<file path="config.mk">
export PLATFORM = sky130hd
export DESIGN_NAME = song_seq_ctrl
export DESIGN_NICKNAME = d
export VERILOG_FILES = /design/src/rtl/song_seq_ctrl.sv
export SDC_FILE = /design/constraint.sdc
export NUM_CORES = 1
export LEC_CHECK = 0
export ABC_AREA = 1
export CORE_AREA = 2 2 75 77
export CTS_CLUSTER_SIZE = 25
export DETAILED_ROUTE_END_ITERATION = 8
export DIE_AREA = 0 0 77 79
export PLACE_DENSITY = 0.88
export RECOVER_POWER = 50
export SLEW_MARGIN = 20
export SYNTH_ARGS = -nofsm -noshare
export SYNTH_HDL_FRONTEND = slang
export SYNTH_SLANG_ARGS = --single-unit
</file>
<file path="constraint.sdc">
create_clock -name clk_6MHz -period 4.5 [get_ports clk_6MHz]
set_clock_uncertainty 0.2 [all_clocks]
set_input_delay 1.35 -clock clk_6MHz [delete_from_list [all_inputs] [get_ports clk_6MHz]]
set_output_delay 1.35 -clock clk_6MHz [all_outputs]
set_load 0.01 [all_outputs]
</file>
<file path="src/rtl/song_seq_ctrl.sv">
// song_seq_ctrl: beat-rate note ROM sequencer driving tone digits and tone enable.
// Optional SONG_LOOP_EN: replay the song from note 0 instead of stopping at the end.
module song_seq_ctrl #(
  parameter int BEAT_DIV = 1500000,
  parameter int IDX_W    = 6,
  parameter int SEL_W    = 2
) (
  input  logic                   clk_6MHz,
  input  logic                   rst,
  input  logic                   start,
  input  logic                   pause,
  input  logic                   stop,
  input  logic [SEL_W-1:0]       song_sel,
  output logic [SEL_W+IDX_W-1:0] rom_addr,
  input  logic [11:0]            rom_data,
  output logic [3:0]             high,
  output logic [3:0]             med,
  output logic [3:0]             low,
  output logic                   tone_en,
  output logic                   beat,
  output logic                   playing,
  output logic                   song_done
);
  localparam int CNT_W = (BEAT_DIV > 1) ? $clog2(BEAT_DIV) : 1;
  localparam logic [CNT_W-1:0] CNT_LAST = CNT_W'(BEAT_DIV - 1);
  localparam logic [IDX_W-1:0] IDX_LAST = '1;

  typedef enum logic [2:0] {IDLE, FETCH, LOAD, PLAY, PAUSE, DONE} state_t;

  state_t           state, state_n;
  logic [IDX_W-1:0] note_idx, idx_n;
  logic [CNT_W-1:0] beat_cnt, cnt_n;
  logic [SEL_W-1:0] song_sel_q, sel_n;
  logic [11:0]      digits, digits_n;
  logic             tone_n, beat_n, done_n;

  assign rom_addr        = {song_sel_q, note_idx};
  assign {high, med, low} = digits;
  assign playing         = (state == FETCH) || (state == LOAD) || (state == PLAY);

  always_comb begin
    state_n  = state;
    idx_n    = note_idx;
    cnt_n    = beat_cnt;
    sel_n    = song_sel_q;
    digits_n = digits;
    tone_n   = tone_en;
    beat_n   = 1'b0;
    done_n   = 1'b0;
    if (stop) begin
      state_n  = IDLE;
      idx_n    = '0;
      cnt_n    = '0;
      digits_n = '0;
      tone_n   = 1'b0;
    end else begin
      case (state)
        IDLE, DONE: if (start) begin
          state_n = FETCH;
          sel_n   = song_sel;
          idx_n   = '0;
        end
        FETCH: state_n = LOAD;
        LOAD: begin
          cnt_n = '0;
          if (rom_data == 12'hFFF) begin
            done_n = 1'b1;
            tone_n = 1'b0;
`ifdef SONG_LOOP_EN
            state_n = FETCH;
            idx_n   = '0;
`else
            state_n = DONE;
`endif
          end else begin
            digits_n = rom_data;
            tone_n   = |rom_data;
            state_n  = PLAY;
          end
        end
        // pause wins over the beat so a paused note resumes with its count intact
        PLAY: if (pause) begin
          state_n = PAUSE;
          tone_n  = 1'b0;
        end else if (beat_cnt == CNT_LAST) begin
          beat_n = 1'b1;
          cnt_n  = '0;
          if (note_idx == IDX_LAST) begin
            done_n = 1'b1;
            tone_n = 1'b0;
`ifdef SONG_LOOP_EN
            state_n = FETCH;
            idx_n   = '0;
`else
            state_n = DONE;
`endif
          end else begin
            idx_n   = note_idx + 1'b1;
            state_n = FETCH;
          end
        end else begin
          cnt_n = beat_cnt + 1'b1;
        end
        PAUSE: if (start || pause) begin
          state_n = PLAY;
          tone_n  = |digits;
        end
        default: state_n = IDLE;
      endcase
    end
  end

  always_ff @(posedge clk_6MHz) begin
    if (!rst) begin
      state      <= IDLE;
      note_idx   <= '0;
      beat_cnt   <= '0;
      song_sel_q <= '0;
      digits     <= '0;
      tone_en    <= 1'b0;
      beat       <= 1'b0;
      song_done  <= 1'b0;
    end else begin
      state      <= state_n;
      note_idx   <= idx_n;
      beat_cnt   <= cnt_n;
      song_sel_q <= sel_n;
      digits     <= digits_n;
      tone_en    <= tone_n;
      beat       <= beat_n;
      song_done  <= done_n;
    end
  end
endmodule

</file>
---- After elaboration in Yosys (flattened, before gate mapping) ----
Index checks and enable logic that the tools add are counted.
word-level totals
  register bits ........................... 47
  bits in latches ......................... 0
  memory bits (writable) .................. 0
  memory bits (read-only) ................. 0
  output and inout bits ................... 24
  word-level logic and storage cells ...... 74
  memories kept ........................... 0
operators by class
  $add $sub $neg .......................... 2
  multiply operators ...................... 0
  divide/modulo/power cells ............... 0
  $lt $le $gt $ge ......................... 0
  equality and inequality tests ........... 15
  shifts and indexed selects .............. 0
  mux-type cells .......................... 27
  bitwise gates (word level) .............. 4
  reduce and logical (&&, ||, !) cells .... 18
operators by type and width
  cell                                                  count
  2-to-1 mux 21 bit                                     2
  one-hot mux 21 bit (2 select lines)                   1
  2-to-1 mux 6 bit                                      4
  OR reduction 12 bit                                   2
  adder 21 x 1 -> 21 bit (second input constant)        1
  equality test 21 bit (second input constant)          1
  2-to-1 mux 3 bit                                      6
  one-hot mux 3 bit (5 select lines)                    1
  equality test 12 bit (second input constant)          1
  one-hot mux 6 bit (2 select lines)                    1
  2-to-1 mux 1 bit                                      10
  != test 2 bit (second input constant)                 4
  adder 6 x 1 -> 6 bit (second input constant)          1
  equality test 3 x 2 -> 1 bit (second input constant)  2
  equality test 3 bit (second input constant)           2
  equality test 6 bit (second input constant)           1
  != test 3 x 2 -> 1 bit (second input constant)        2
  AND reduction 3 bit                                   2
  AND reduction 5 bit                                   1
  inverter 1 bit                                        4
  AND reduction 2 bit                                   2
  AND reduction 4 bit                                   1
  nonzero test 2 bit                                    2
  OR reduction 2 bit                                    2
  other kinds (8)                                       10

---- Depth between registers and ports, before layout ----
Gate-level depths: netlist of the first run.
  word-level depth ........................ 5
  mapped depth ............................ 11
  gate-level depth less buffers ........... 11

---- Worst setup path after synthesis of the first run ----
Ideal clock, no wire load.
  kind .................................... input -> register
  start ................................... input rom_data[7]
  end ..................................... register digits[10]
  library setup time ...................... 0.117 ns
  arrival time ............................ 2.174 ns
  required time ........................... 4.183 ns
  path slack .............................. 2.008 ns
  cell stages on the path ................. 8
  cell sequence ........................... inv_1 > nor3_1 > nand3_1 > nand2_1 > inv_2 > buf_4 > o21ai_1 > a21oi_1
on the way
  word-level cells in the longest chain between the ends .. 3
RTL lines
  item                                  line  RTL
  start, declared                       15    input logic [11:0] rom_data,
  equality test 12 bit                  66    if (rom_data == 12'hFFF) begin
  inverter 1 bit (no source line)       n/a
  AND reduction 2 bit (no source line)  n/a
  end signal, assigned                  128   digits <= digits_n;
  end, declared                         34    logic [11:0] digits, digits_n;
Every way passes these cells.
A chain may end at the register's enable or synchronous reset.

---- Final worst setup path of the first run ----
  start ................................... input pause
  end ..................................... register beat_cnt[16]
on the way
  word-level cells in the longest chain between the ends .. 2
RTL lines
  item                                  line  RTL
  start, declared                       11    input logic pause,
  != test 2 bit (no source line)        n/a
  AND reduction 2 bit (no source line)  n/a
  end signal, assigned                  126   beat_cnt <= cnt_n;
  end, declared                         32    logic [CNT_W-1:0] beat_cnt, cnt_n;
Every way passes these cells.

==> flow_summary.rst, run 1 <==
.. list-table::
   :header-rows: 1

   * - Metric
     - Value
   * - Number of max-cap violations
     - 0
   * - Via-per-instance ratio
     - between 5 and 6
   * - Startpoint kind of the worst setup timing path
     - input pin
   * - Post-route worst hold slack
     - 275.0 ps
   * - Number of flops mapped to enable cells by yosys
     - 0
   * - Post-cts sizing count
     - 0
   * - Number of port buffers
     - 42
   * - Length in cells of the worst reg-to-reg path
     - 7
   * - Worst path arrival time
     - 3290 ps
   * - Synthesized area divided by synthesized cell count
     - 6.466 um^2
   * - Vertical die dimension
     - ~80 um
   * - Flops & latches, synth
     - 47
   * - Overall die area
     - roughly 6100 um^2
   * - Most instantiated flip-flop cell in the synthesis netlist
     - sky130_fd_sc_hd__dfxtp_1
   * - Rel. slew slack
     - 66.69%
   * - Multi-input combinational cell area
     - 1498 um^2
   * - Critical path fanouts, max
     - 14
   * - Total via count after detailed routing
     - 2875
   * - Number of instances in the synthesized netlist
     - ~430
   * - DRT Pass-1 Iters
     - 5
   * - Number of different library cells in the post-synthesis netlist
     - 36
   * - Count of antenna-violating nets left after detailed routing
     - 0
   * - Largest stage delay on the critical path
     - 570 ps
   * - Worst voltage drop across the vdd grid
     - 0.1844 mV
   * - Weighted congestion reported at the end of routability-driven placement
     - 0.9216
   * - Lkg Pwr
     - approximately 1.3 nW
   * - Root Buffer Master
     - sky130_fd_sc_hd__clkbuf_8
   * - Top cells by instance count after synthesis
     - sky130_fd_sc_hd__nand2_1, sky130_fd_sc_hd__nor2_1, sky130_fd_sc_hd__inv_1, sky130_fd_sc_hd__dfxtp_1, sky130_fd_sc_hd__nand3_1
   * - Synth async-reset ratio
     - 0%
   * - Setup repair after global routing missed its margin
     - false
   * - Clock tree buffer depth
     - 2
   * - GRT Residual Overflow
     - 0
   * - Top-count cell post-synth
     - sky130_fd_sc_hd__nand2_1
   * - Synth area leaders
     - sky130_fd_sc_hd__dfxtp_1, sky130_fd_sc_hd__nand2_1, sky130_fd_sc_hd__nor2_1
   * - Synthesized area
     - 2768 um^2
   * - Final critical delay including setup and external delays
     - 3301 ps
   * - Remaining routing DRC violations
     - 0
   * - Via count of the first global-routing pass
     - about 2700
   * - Clock transition at the register clock pins on the worst setup and hold paths after CTS
     - 90 ps
   * - Number of design-rule violations left by the first detailed-router iteration
     - around 270
   * - Final cell area excluding filler cells
     - 3272 um^2
   * - Maximum clock frequency
     - 302.9 MHz
   * - Initial core utilization
     - 51.85%
   * - TritonCTS Sinks
     - 47
   * - Hold Violations, Final
     - 0
   * - Number of antenna violations at the first check in global routing
     - 0
   * - Critical Setup Path Class
     - in -> reg
   * - Final-report max-slew violation count
     - 0
   * - Site row count
     - 27
   * - Pre-CTS setup slack
     - 1154 ps
   * - Count of hold-fix buffers inserted at cts
     - 0
   * - Layout overhead on the synthesized area
     - 18.22%
   * - Post-CTS setup buffer count
     - 0
   * - Pwr/cell area
     - around 250 nW/um^2
   * - Worst hold stages
     - 2
   * - Fraction of final layout cells sized beyond drive strength 1
     - 8.316%
   * - Total nets after synthesis
     - 449
   * - Number of diodes added for antenna fixing
     - 0
   * - Sum of net half-perimeters after detailed placement
     - 4906 um
   * - Overall global routing resource usage
     - 22.29%
   * - Number of buffers created by CTS
     - 5
   * - Critical-path cell list
     - dlygate4sd3_1 > inv_1 > nand2_1 > nand2_1 > inv_1 > nor4_1 > nor3_2
   * - Placed inst area
     - 3214 um^2
   * - Critical Path Sink Type
     - flop
   * - Actual transition at the worst max-transition pin
     - between 400 and 500 ps
   * - Final Power
     - 0.8054 mW
   * - Area of the core region
     - 5338 um^2
   * - Worst-path cell with the longest stage delay
     - sky130_fd_sc_hd__dlygate4sd3_1
   * - TritonCTS clock tree
     - yes
   * - Final cycle utilization of the critical path
     - roughly 73%
   * - Total Wirelength
     - 6523 um
   * - Maximum number of pins on one net before global-route repair
     - 25
   * - Setup violators final
     - 0
   * - Number of warnings issued by yosys
     - 0
   * - Crit path required time
     - 4490 ps
   * - Final worst-path setup slack
     - around 1200 ps
   * - Top cell type by total area after synthesis
     - sky130_fd_sc_hd__dfxtp_1
   * - Sequential fraction of the synthesis area
     - 34.00%
   * - Setup TNS
     - 0 ps
   * - I/O pin total
     - 43
   * - Min-Delay Path Class
     - reg -> reg
   * - Global-route wire length before repair
     - 11300 um
   * - Die X-Extent
     - 77 um
   * - H-tree level count
     - 2
   * - Clock latency on the worst-skew pair
     - 300 ps
   * - Number of nets in the finished design
     - 489
   * - Filler Cells Inserted
     - roughly 530
   * - Fraction of synthesized cell area taken by the top area cell type
     - 34.00%
   * - Average wire per cell in the routed design
     - around 12 um
   * - Outcome
     - finished clean
   * - Register area
     - approximately 940 um^2
## layout by cell type, fill, tap and decap left out, drive strengths merged
cell type / n
nand3: 37
dfxtp: 47
xor2: 6
clkinv: 1
o22ai: 1
ha: 2
a21oi: 33
buf: 1
clkbuf: 6
nor4: 4
nand4: 11
dlygate4sd3: 14
clkinvlp: 2
nor2: 70
o21a: 2
clkdlybuf4s50: 28
o21ai: 19
nand3b: 1
nand2: 103
nor3b: 2
and2: 1
inv: 60
or2: 2
o21bai: 1
o211ai: 1
nor3: 14
## kinds of logic (layout without fill, tap and decap cells)
| group | Yosys count | in the layout | synth area share, % |
|---|---|---|---|
| AND/OR/NAND/NOR | 245 | 245 | 41.59 |
| flip-flops | 47 | 47 | 34.00 |
| buffers and inverters | 71 | 112 | 10.90 |
| adder cells (fa/ha/maj) | 2 | 2 | 0.9040 |
| XOR/XNOR | 6 | 6 | 1.899 |
| AO/OA/AOI/OAI | 57 | 57 | 10.71 |
## state kept, by name (all words and copies together), names as in the netlist
signal,count
note_idx,6
song_done,1
digits,12
song_sel_q,2
state,3
tone_en,1
beat_cnt,21
beat,1
## stage by stage
step	util [%]	instances
2_1_floorplan	-	428
3_3_place_gp	60.22	533
3_5_place_dp	60.22	533
4_1_cts	61.81	541
5_1_grt	61.30	541
6_report	61.30	541
## path summary, 6_finish.rpt
| kind | start | endpoint | slack [ps] |
|---|---|---|---|
| worst max-delay path | pause | beat_cnt[16] | 1200 |
| worst min-delay path | digits[1] | digits[1] | 280 |
| worst max register to register | state[0] | beat_cnt[16] | 2150 |
| worst min register to register | digits[1] | digits[1] | 280 |
## critical path: cells and delay by family
kind	cells	cell delay [ps]
buffers and inverters	3	1010
and+or+nand+nor	4	920
## layout make-up
class	count	share of cell area [%]
Clock buffer	6	2.218
Clock inverter	2	0.3824
Inverter	61	7.036
Multi-Input combinational cell	310	45.77
Sequential cell	47	28.76
Tap cell	72	2.753
Timing Repair Buffer	43	13.08
## power breakdown
| part | internal [mW] | switching (mW) |
|---|---|---|
| combinational | 0.0496 | 0.0705 |
| clock | 0.109 | 0.145 |
| sequential | 0.424 | 0.00735 |
| total | 0.583 | 0.223 |
## routing by layer
| layer | track usage, % | part of all wire [%] |
|---|---|---|
| met5 | 0 | 0 |
| met4 | 9.643 | 1.4 |
| met3 | 4.659 | 5.3 |
| met2 | 40.35 | 50 |
| met1 | 25.46 | 43 |
No activity file was read; power rests on OpenSTA's default activity.
==> inputs of run 2 (changes only) <==
CORE_AREA = 2 2 79 81   (was 2 2 75 77)
DIE_AREA = 0 0 81 83   (was 0 0 77 79)
PLACE_DENSITY = 0.84   (was 0.88)
clock period = 2.86 ns   (was 4.5 ns; I/O delays follow)
==> flow_summary.rst, run 2 (synthesis gave the netlist of run 1 again) <==
.. list-table::
   :header-rows: 1

   * - Metric
     - Value
   * - Top delay family on crit path
     - simple AND/OR/NAND/NOR gates
   * - Via count of the first global-routing pass
     - 2645 (-3.4%)
   * - Final cycle utilization of the critical path
     - 92.19%
   * - Number of buffers created by CTS
     - 5 (unchanged)
   * - Filler Cells Inserted
     - 586 (+12%)
   * - Final-report max-slew violation count
     - 0 (unchanged)
   * - Site row count
     - 28 (+3.7%)
   * - Final Power
     - 1.295 mW (+61%)
   * - Multi-input combinational cell area
     - 1505 um^2 (+0.50%)
   * - Portion of total power attributed to sequential cells
     - 52.5% (-1.1 points)
   * - Clock transition at the register clock pins on the worst setup and hold paths after CTS
     - 100 ps (about the same)
   * - I/O pin total
     - 43 (unchanged)
   * - Total Wirelength
     - 6582 um (+0.90%)
   * - Min-Delay Path Class
     - reg -> reg
   * - Sum of net half-perimeters after detailed placement
     - 5065 um (+3.2%)
   * - Worst voltage drop across the vdd grid
     - 0.2547 mV (+38%)
   * - Register area
     - 940.9 um^2 (unchanged)
   * - GRT Residual Overflow
     - 0 (unchanged)
   * - Number of nets in the finished design
     - 491 (+0.41%)
   * - Setup violators final
     - 0 (unchanged)
   * - Die X-Extent
     - 81 um (+5.2%)
   * - Post-route worst hold slack
     - 274.8 ps (-0.2470 ps)
   * - Initial core utilization
     - 47.59% (-4.3 points)
   * - Overall global routing resource usage
     - 20.38% (-1.9 points)
   * - Switching power share of the total
     - 28.64% (+0.98 points)
   * - Most flop-heavy register
     - beat_cnt
   * - Outcome
     - finished clean
   * - Leading cell type in the layout, fill and taps excluded
     - sky130_fd_sc_hd__nand2_1
   * - Lkg Pwr
     - 1.292 nW (+1.2%)
   * - Post-cts sizing count
     - 0 (unchanged)
   * - Number of diodes added for antenna fixing
     - 0 (unchanged)
   * - DRT Pass-1 Iters
     - 5 (unchanged)
   * - TritonCTS clock tree
     - yes
   * - Critical Path Sink Type
     - flop
   * - Clock latency on the worst-skew pair
     - 310 ps (about the same)
   * - Worst hold stages
     - 2 (unchanged)
   * - Maximum clock frequency
     - approximately 380 MHz
   * - Count of antenna-violating nets left after detailed routing
     - 0 (unchanged)
   * - Weighted congestion reported at the end of routability-driven placement
     - 0.9160 (-0.61%)
   * - Number of port buffers
     - 42 (unchanged)
   * - Clock tree buffer depth
     - 2 (unchanged)
   * - Final cell area excluding filler cells
     - 3304 um^2 (+0.99%)
   * - Worst path arrival time
     - 2640 ps (-650 ps)
   * - Placed inst area
     - 3233 um^2 (+0.58%)
   * - Startpoint kind of the worst setup timing path
     - input pin
   * - Number of antenna violations at the first check in global routing
     - 0 (unchanged)
   * - Relative contribution of the clock network to total power
     - 32.8% (+1.3 points)
   * - Internal power
     - 0.9239 mW (+59%)
   * - Rel. slew slack
     - 66.94% (+0.25 points)
   * - TritonCTS Sinks
     - 47 (unchanged)
   * - Average wire per cell in the routed design
     - 12.05 um (about the same)
   * - Largest stage delay on the critical path
     - 420 ps (-150 ps)
   * - Post-CTS setup buffer count
     - 0 (unchanged)
   * - Hold Violations, Final
     - 0 (unchanged)
   * - Length in cells of the worst reg-to-reg path
     - 7 (unchanged)
   * - Area of the core region
     - 5816 um^2 (+9.0%)
   * - Fraction of final layout cells sized beyond drive strength 1
     - 9.130% (+0.81 points)
   * - Critical-path cell list
     - clkdlybuf4s50_1 > inv_1 > nand2_4 > nand2_1 > inv_1 > nor4_1 > nor3_2
   * - Cell mode on critical path
     - sky130_fd_sc_hd__inv_1
   * - Pwr/cell area
     - 391.8 nW/um^2 (+59%)
   * - Root Buffer Master
     - sky130_fd_sc_hd__clkbuf_8
   * - Crit path required time
     - 2860 ps (-1630 ps)
   * - Count of hold-fix buffers inserted at cts
     - 0 (unchanged)
   * - Number of max-cap violations
     - 0 (unchanged)
   * - Registers with the most flip-flops
     - beat_cnt: 21 flops, digits: 12 flops, note_idx: 6 flops
   * - Overall die area
     - 6723 um^2 (+11%)
   * - Most frequent cells in the layout
     - sky130_fd_sc_hd__nand2_1, sky130_fd_sc_hd__nor2_1, sky130_fd_sc_hd__inv_1
   * - Maximum number of pins on one net before global-route repair
     - 18 (-28%)
   * - Global-route wire length before repair
     - 11320 um (+0.19%)
   * - Cell depth of the worst setup path
     - 7 (unchanged)
   * - Combinational power share
     - 14.7% (-0.2 points)
   * - Number of design-rule violations left by the first detailed-router iteration
     - 161 (-39%)
   * - Reported net switching power
     - 0.3707 mW (+66%)
   * - Utilization of the core after routing
     - 56.82% (-4.5 points)
   * - H-tree level count
     - 2 (unchanged)
   * - Final critical delay including setup and external delays
     - 2637 ps
   * - Layout overhead on the synthesized area
     - 19.39%
   * - Worst-path cell with the longest stage delay
     - sky130_fd_sc_hd__clkdlybuf4s50_1
   * - Max reg flops
     - 21 (unchanged)
   * - Setup repair after global routing missed its margin
     - false
   * - Via-per-instance ratio
     - 5.115 (-3.7%)
   * - Critical Setup Path Class
     - in -> reg
   * - Vertical die dimension
     - 83 um (+5.1%)
   * - Total via count after detailed routing
     - 2793 (-2.9%)
   * - Number of buffers and inverters on the critical path
     - 3 (unchanged)
   * - Actual transition at the worst max-transition pin
     - 491.4 ps (-7.065 ps)
   * - Setup TNS
     - 0 ps (unchanged)
   * - Critical path fanouts, max
     - 14 (unchanged)
   * - Remaining routing DRC violations
     - 0 (unchanged)
## run 2: cell types whose count changed in the layout (fill, tap and decap cells not counted), sizes merged
cell           change
inv                +1
dlygate4sd3        -3
clkinv             +1
clkbuf             -1
clkdlybuf4s50      +3
buf                +2
clkinvlp           -1
## run 2: cell type report
| type | count | share of cell area, % |
|---|---|---|
| Clock buffer | 5 | 2.083 |
| Clock inverter | 3 | 0.6816 |
| Inverter | 61 | 6.967 |
| Multi-Input combinational cell | 310 | 45.55 |
| Sequential cell | 47 | 28.47 |
| Tap cell | 75 | 2.840 |
| Timing Repair Buffer | 45 | 13.40 |
## run 2: stage by stage
step	cells	setup slack [ps]
global placement	538	294.1
global route	546	92.74
detailed placement	538	213.4
floorplan	428	860.3
finish	546	223.5
CTS	546	221.8
## run 2: worst paths after layout
check                 from            end  slack, ps
min          song_sel_q[1]  song_sel_q[1]        270
min reg2reg  song_sel_q[1]  song_sel_q[1]        270
max                  pause   beat_cnt[16]        220
max reg2reg       state[0]   beat_cnt[16]        520
## run 2: power by group through the flow
stage | clock network [mW] | registers, mW | logic (mW)
2_1_floorplan | 0 | 0.698 | 0.122
3_3_place_gp | 0 | 0.694 | 0.194
3_5_place_dp | 0 | 0.695 | 0.199
4_1_cts | 0.435 | 0.680 | 0.199
5_1_grt | 0.451 | 0.682 | 0.213
6_report | 0.424 | 0.680 | 0.191
## run 2: layer usage
layer | GRT usage [%] | vias up | share of wire, %
met3 | 3.370 | 13 | 4.7
met5 | 0 | - | 0
met2 | 35.16 | 69 | 49
met4 | 6.317 | 0 | 2.0
met1 | 25.47 | 1258 | 45
li1 | - | 1453 | -
## run 2: tightest hold or removal path: cells and delay by family, from the launching register on
| family | cells | cell delay, ps |
|---|---|---|
| AND/OR/NAND/NOR | 1 | 60 |
| AO/OA/AOI/OAI | 1 | 60 |
| flip-flops | 1 | 320 |
